<file path="config.mk">
export PLATFORM = sky130hd
export DESIGN_NAME = alu_arbiter
export DESIGN_NICKNAME = d
export VERILOG_FILES = /design/src/rtl/alu_pkg.sv /design/src/rtl/alu_arbiter_rr_arb2.sv /design/src/rtl/alu_arbiter.sv
export SDC_FILE = /design/constraint.sdc
export NUM_CORES = 1
export LEC_CHECK = 0
export ABC_AREA = 1
export BUFFER_PORTS_ARGS = -buffer_cell sky130_fd_sc_hd__buf_2
export CORE_ASPECT_RATIO = 0.6
export CORE_MARGIN = 1.5
export CORE_UTILIZATION = 30
export DETAILED_ROUTE_END_ITERATION = 8
export SLEW_MARGIN = 0
export SYNTH_ARGS = -nofsm -noshare
export SYNTH_HDL_FRONTEND = slang
export SYNTH_SLANG_ARGS = --single-unit
</file>
<file path="constraint.sdc">
create_clock -name clk -period 1.45 [get_ports clk]
set_clock_uncertainty 0.2 [all_clocks]
set_input_delay 0.29 -clock clk [delete_from_list [all_inputs] [get_ports clk]]
set_output_delay 0.29 -clock clk [all_outputs]
set_load 0.005 [all_outputs]
</file>
<file path="src/rtl/alu_pkg.sv">
// Shared definitions for the compare-ALU arbiter: widths, opcodes, FSM states.
package alu_pkg;

  localparam int unsigned WIDTH = 8;
  localparam int unsigned OPW   = 4;

  localparam logic [OPW-1:0] OP_TRA  = 4'd2;
  localparam logic [OPW-1:0] OP_INC  = 4'd3;
  localparam logic [OPW-1:0] OP_DEC  = 4'd4;
  localparam logic [OPW-1:0] OP_NOT  = 4'd5;
  localparam logic [OPW-1:0] OP_NOR  = 4'd6;
  localparam logic [OPW-1:0] OP_XOR  = 4'd7;
  localparam logic [OPW-1:0] OP_XNOR = 4'd8;
  localparam logic [OPW-1:0] OP_GT   = 4'd9;
  localparam logic [OPW-1:0] OP_LT   = 4'd10;
  localparam logic [OPW-1:0] OP_EQ   = 4'd11;

  typedef enum logic [1:0] {
    ST_IDLE,
    ST_ISSUE,
    ST_RESP
  } state_e;

  // Opcodes outside OP_TRA..OP_EQ have no defined ALU meaning.
  function automatic logic op_legal(input logic [OPW-1:0] ctrl);
    return (ctrl >= OP_TRA) && (ctrl <= OP_EQ);
  endfunction

endpackage

</file>
<file path="src/rtl/alu_arbiter_rr_arb2.sv">
// rr_arb2: combinational two-way round-robin grant, one-hot output.
module rr_arb2 (
  input  logic [1:0] valid_i,
  input  logic       last_i,
  output logic [1:0] grant_o
);

  // A lone requester wins; on a tie the port that was not granted last wins.
  always_comb begin
    grant_o = valid_i;
    if (&valid_i) begin
      grant_o = last_i ? 2'b01 : 2'b10;
    end
  end

endmodule

</file>
<file path="src/rtl/alu_arbiter.sv">
// alu_arbiter: grants the shared compare ALU to one of two requesters,
// issues the operation for one cycle and returns the captured result.
module alu_arbiter #(
  parameter int unsigned WIDTH = alu_pkg::WIDTH,
  parameter int unsigned OPW   = alu_pkg::OPW
) (
  input  logic             clk,
  input  logic             rst_n,
  input  logic             req0_valid,
  output logic             req0_ready,
  input  logic [WIDTH-1:0] req0_a,
  input  logic [WIDTH-1:0] req0_b,
  input  logic [OPW-1:0]   req0_ctrl,
  input  logic             req1_valid,
  output logic             req1_ready,
  input  logic [WIDTH-1:0] req1_a,
  input  logic [WIDTH-1:0] req1_b,
  input  logic [OPW-1:0]   req1_ctrl,
  output logic             resp0_valid,
  input  logic             resp0_ready,
  output logic [WIDTH-1:0] resp0_s,
  output logic             resp0_err,
  output logic             resp1_valid,
  input  logic             resp1_ready,
  output logic [WIDTH-1:0] resp1_s,
  output logic             resp1_err,
  output logic [WIDTH-1:0] alu_a,
  output logic [WIDTH-1:0] alu_b,
  output logic [OPW-1:0]   alu_ctrl,
  input  logic [WIDTH-1:0] alu_s
);

  import alu_pkg::*;

  state_e           state_q, state_d;
  logic             last_q,  last_d;
  logic             port_q,  port_d;
  logic [WIDTH-1:0] a_q,     a_d;
  logic [WIDTH-1:0] b_q,     b_d;
  logic [OPW-1:0]   ctrl_q,  ctrl_d;
  logic [WIDTH-1:0] res_q,   res_d;
  logic             err_q,   err_d;
  logic [1:0]       grant;
  logic             resp_take;

  rr_arb2 u_arb (
    .valid_i ({req1_valid, req0_valid}),
    .last_i  (last_q),
    .grant_o (grant)
  );

  // Only the granted port's response handshake can complete the operation.
  assign resp_take = port_q ? resp1_ready : resp0_ready;

  // Next-state, operand latch and response capture.
  always_comb begin
    state_d    = state_q;
    last_d     = last_q;
    port_d     = port_q;
    a_d        = a_q;
    b_d        = b_q;
    ctrl_d     = ctrl_q;
    res_d      = res_q;
    err_d      = err_q;
    req0_ready = 1'b0;
    req1_ready = 1'b0;

    case (state_q)
      ST_IDLE: begin
        // ready is masked during reset so nothing appears accepted.
        req0_ready = grant[0] & rst_n;
        req1_ready = grant[1] & rst_n;
        if (|grant) begin
          port_d  = grant[1];
          last_d  = grant[1];
          a_d     = grant[1] ? req1_a    : req0_a;
          b_d     = grant[1] ? req1_b    : req0_b;
          ctrl_d  = grant[1] ? req1_ctrl : req0_ctrl;
          state_d = ST_ISSUE;
        end
      end
      ST_ISSUE: begin
        if (op_legal(ctrl_q)) begin
          res_d = alu_s;
          err_d = 1'b0;
        end else begin
          res_d = '0;
          err_d = 1'b1;
        end
        state_d = ST_RESP;
      end
      ST_RESP: begin
        if (resp_take) begin
          state_d = ST_IDLE;
        end
      end
      default: state_d = ST_IDLE;
    endcase
  end

  // Response ports and ALU drive; the operand latch doubles as the ALU hold register.
  always_comb begin
    resp0_valid = (state_q == ST_RESP) && !port_q;
    resp1_valid = (state_q == ST_RESP) &&  port_q;
    resp0_s     = resp0_valid ? res_q : '0;
    resp1_s     = resp1_valid ? res_q : '0;
    resp0_err   = resp0_valid & err_q;
    resp1_err   = resp1_valid & err_q;
    alu_a       = a_q;
    alu_b       = b_q;
    alu_ctrl    = ctrl_q;
  end

  // State register with synchronous active-low reset.
  always_ff @(posedge clk) begin
    if (!rst_n) begin
      state_q <= ST_IDLE;
      last_q  <= 1'b1;
      port_q  <= 1'b0;
      a_q     <= '0;
      b_q     <= '0;
      ctrl_q  <= '0;
      res_q   <= '0;
      err_q   <= 1'b0;
    end else begin
      state_q <= state_d;
      last_q  <= last_d;
      port_q  <= port_d;
      a_q     <= a_d;
      b_q     <= b_d;
      ctrl_q  <= ctrl_d;
      res_q   <= res_d;
      err_q   <= err_d;
    end
  end

endmodule

</file>
# Word-level counts from Yosys, hierarchy flattened
# Index checks and enable logic that the tools add are counted.
# op_classes
n_reduce_logical	9
n_mux	15
eq_ne	4
bitwise_logic	4
order_cmp	2
# op_table
operator	n
$mux W8	5
$mux W2	4
$pmux W2 S3	1
$reduce_and A2 Y1	3
$and A1 B1 Y1	4
$ge A4 B2 Y1 const B	1
$le A4 B4 Y1 const B	1
$mux W1	4
$mux W4	1
$ne A2 B2 Y1 const B	2
$logic_and A1 B1 Y1	3
$eq A2 B1 Y1 const B	1
$eq A2 B2 Y1 const B	1
$logic_not A2 Y1	1
$reduce_or A2 Y1	1
$logic_not A1 Y1	1
# word_totals
out_inout_bits	42
word_cells	42
ff_bits	33
in_bits	54

# Longest topological paths before layout
# depth
depth_word	5
ltp_mapped	7
mapped_depth_nobuf	6

# Modules after synthesis
# A second synthesis with hierarchy kept.
# unflattened
cells_unflattened	291
hier_area_um2	1766.7
# by_module_without_submodules
mod	cells_per_inst	n_inst	seq_area_each_um2	area_each_um2
alu_arbiter	286	1	660.6	1745.4
rr_arb2	5	1	0.0	21.3

# Least setup slack after synthesis
# Ideal clock, no wire load.
# synth_path
path_type	register to output
start	register state_q[1]
end	output port resp0_err
path_stages_with_launch	5
arrival_time_ns	0.885
n_path_buf	0
setup_slack_ns	0.075
path_cell_list	dfxtp_1 inv_1 nor3_1 inv_2 nor2_1
# synth_via
elab_chain_cells	3
# synth_lines
element	line_no	rtl
from (decl)	alu_arbiter.sv:35	state_e state_q, state_d;
from (signal assigned)	alu_arbiter.sv:126	state_q <= state_d;
$eq A2 B2 Y1	alu_arbiter.sv:103	resp0_valid = (state_q == ST_RESP) && !port_q;
$logic_and A1 B1 Y1	alu_arbiter.sv:103	
net resp0_valid	alu_arbiter.sv:19	output logic resp0_valid,
$and A1 B1 Y1	alu_arbiter.sv:107	resp0_err = resp0_valid & err_q;
to (decl)	alu_arbiter.sv:22	output logic resp0_err,
# The timed path passes the listed nets, and every way through them passes these cells.

# Final worst setup path
# layout_path
start	register state_q[0]
end	output port resp0_s[6]
# layout_via
elab_chain_cells	3
# layout_lines
element	line_no	rtl
$eq A2 B2 Y1	alu_arbiter.sv:103	
$logic_and A1 B1 Y1	alu_arbiter.sv:103	
$mux W8	alu_arbiter.sv:105	resp0_s = resp0_valid ? res_q : '0;
to (decl)	alu_arbiter.sv:21	output logic [WIDTH-1:0] resp0_s,
# Every way passes these cells.

==> impl_metrics.ini <==
[status]
status = finished with violations
violations = negative setup slack

[place]
dpl-instance-area_um2 = 2380
numPortBuffers = 95
gp_congestion = 0.739
dpl.hpwl_mm = 3.60

[hold_path]
min_from = alu_s[2]
min_path_type = primary input to flop

[clocking]
clock_latency_ps = 280
numCtsBuffers = 5
path_clk_slew_ps = 70
root_buffer = clkbuf_8
clock_sinks = 33
tritoncts = built
clk_path_buf_depth = 2
cts_hold_buffers = 0
cts_max_level = 2

[power]
total_power_mw = 2.45
p_per_area_nw_per_um2 = 956
p_leak_nw = 1.41
p_clk_share_pct = 27.5
pwr-share-seq_pct = 43.7
ir_drop_mv = 0.452
swShare_pct = 32.4
p_int_mw = 1.65
p_comb_share_pct = 28.8
p_switching_mw = 0.794

[grt]
track_usage_pct = 15.4
antenna_found_initial = 0
grt_first_pass_wirelength_mm = 7.69
grt_pass1_vias = 1781
grt_remaining_overflow = 0
grt_max_degree = 23

[synth]
ys_ff_latch = 33
synth_most_common_cell = nand2_1
synth_edf_count = 0
yosys_warnings = 0
syn_area_um2 = 1760
synth_top_area_cell = dfxtp_1
ys_seq_area_share_pct = 37.5
syn_nets = 345
yosys-top-cells-count = nand2_1 (97), nor2_1 (62), inv_1 (34)
synthArstFlopShare_pct = 0
yosys-top-cells-area = dfxtp_1 (38%), nand2_1 (21%), nor2_1 (13%)
synthFlopType = dfxtp_1
synth.distinct_cells = 20
syn_inst = 291
avgSynthCellArea_um2 = 6.05
yosysTopAreaCellShare_pct = 37.5

[floorplan]
num_io_pins = 96
die_x_um = 102
rows = 21
initial_core_util_pct = 31.3
core_um2 = 5620
die_area_um2 = 6360
die_y_um = 62.4

[route]
viasPerCell = 4.24
drc = 0
firstDrtPassIters = 4
drtIter0Drc = 62
drt_wl_total_mm = 4.90
via_count = 2026
ant_nets = 0
wire_per_inst_um = 10.3

[sta]
report.final.slew_viol_count = 0
fin_crit_sh_pct = 120
fin_ws_ps = -289
rsz0062_at_grt = yes
period_minus_slack_ps = 1740
finalHoldViolCount = 0
slew_headroom_pct = 76.6
worst_pin_slew_ps = 350
fmax_mhz = 575
setup_viol = 22

[critical_path]
cp_max_fo = 9
critPathCaptureType = primary output
rr_startpoint = state_q[1]
worstPathRequired_ps = 960
worstPathArrival_ps = 1250
start_kind = flop
worstSetupPathType = flop to primary output
startpoint = state_q[0]

[flow_run]
cap_violations = 0

[final_layout]
drive_gt1_share_pct = 35.4
nets = 451
area_growth_syn_to_layout_pct = 45.4
register_area_um2 = 669
multi_input_comb_area_um2 = 927
n_fill_cell = 622
fin_area_um2 = 2560
antenna-diode-count = 0
kinds of logic (layout without fill, tap and decap cells):
group | Yosys count | in the layout | synth area share (%)
simple gates | 193 | 194 | 44.0
buf+inv | 50 | 156 | 13.3
flops | 33 | 33 | 37.5
compound gates | 15 | 15 | 5.18
layout by cell type (no fill, tap or decap), types with 5 or more instances in the layout:
master | synthesis | final
clkbuf_8 | 0 | 5
nor2_2 | 1 | 6
buf_2 | 7 | 94
buf_4 | 2 | 14
nor2_1 | 62 | 55
dfxtp_1 | 33 | 30
nand3_1 | 30 | 30
nand2_1 | 97 | 95
inv_1 | 34 | 32
a21oi_1 | 10 | 10
final cells by class:
cell class / count / share of cell area (%)
clock buffers: 5 / 2.69
clock inverters: 3 / 0.684
inverters: 36 / 5.47
multi-input cells: 209 / 36.2
flip-flops and latches: 33 / 26.1
well taps: 80 / 3.91
repair buffers: 112 / 24.9
sequential cells by signal, summed over array words and instances, names as in the netlist:
name      count
err_q         1
alu_a         8
state_q       2
alu_b         8
res_q         8
last_q        1
alu_ctrl      4
port_q        1
worst paths after layout:
path / to / cells after the start / slack, ps
min: res_q[2] / 3 / 70
min reg2reg: res_q[3] / 2 / 270
max reg2reg: state_q[1] / 6 / 130
max: resp0_s[6] / 4 / -290
what timing repair did:
item	CTS	global route
endpoints found under the setup margin	22	22
buffers inserted	0	1
cloned	1	0
pin swaps	1	4
gates resized for setup	7	20
per-stage QoR:
stage          TNS [ps]  utilization [%]  hold slack (ps)  instances  setup slack, ps
4_1_cts           -5410             44.3             54.1        477             -274
3_5_place_dp       -601             42.4              258        468            -40.9
6_report          -5070             45.5             65.5        478             -289
3_3_place_gp      -19.6             42.4              252        468            -7.72
5_1_grt           -6520             45.5             61.8        478             -343
2_1_floorplan         0                -              244        291             74.8
per-layer routing:
| layer | track usage (%) | part of all wire (%) |
|---|---|---|
| met1 | 20.9 | 51 |
| met3 | 5.41 | 7.7 |
| met4 | 4.11 | 0.63 |
| met5 | 0 | 0 |
| met2 | 23.3 | 41 |
power by group through the flow:
stage	clock network (mW)	logic [mW]	registers, mW
4_1_cts	0.712	0.693	1.06
2_1_floorplan	0	0.410	1.08
6_report	0.674	0.706	1.07
5_1_grt	0.756	0.809	1.08
3_3_place_gp	0	0.676	1.08
3_5_place_dp	0	0.685	1.08
critical path, cell delays in order (launching register included):
cell and delay, ps:
dfxtp_4 380, nor3_4 250, inv_4 100, nor2_1 120, buf_2 120
Note: power is estimated with default switching activity, not from simulation.
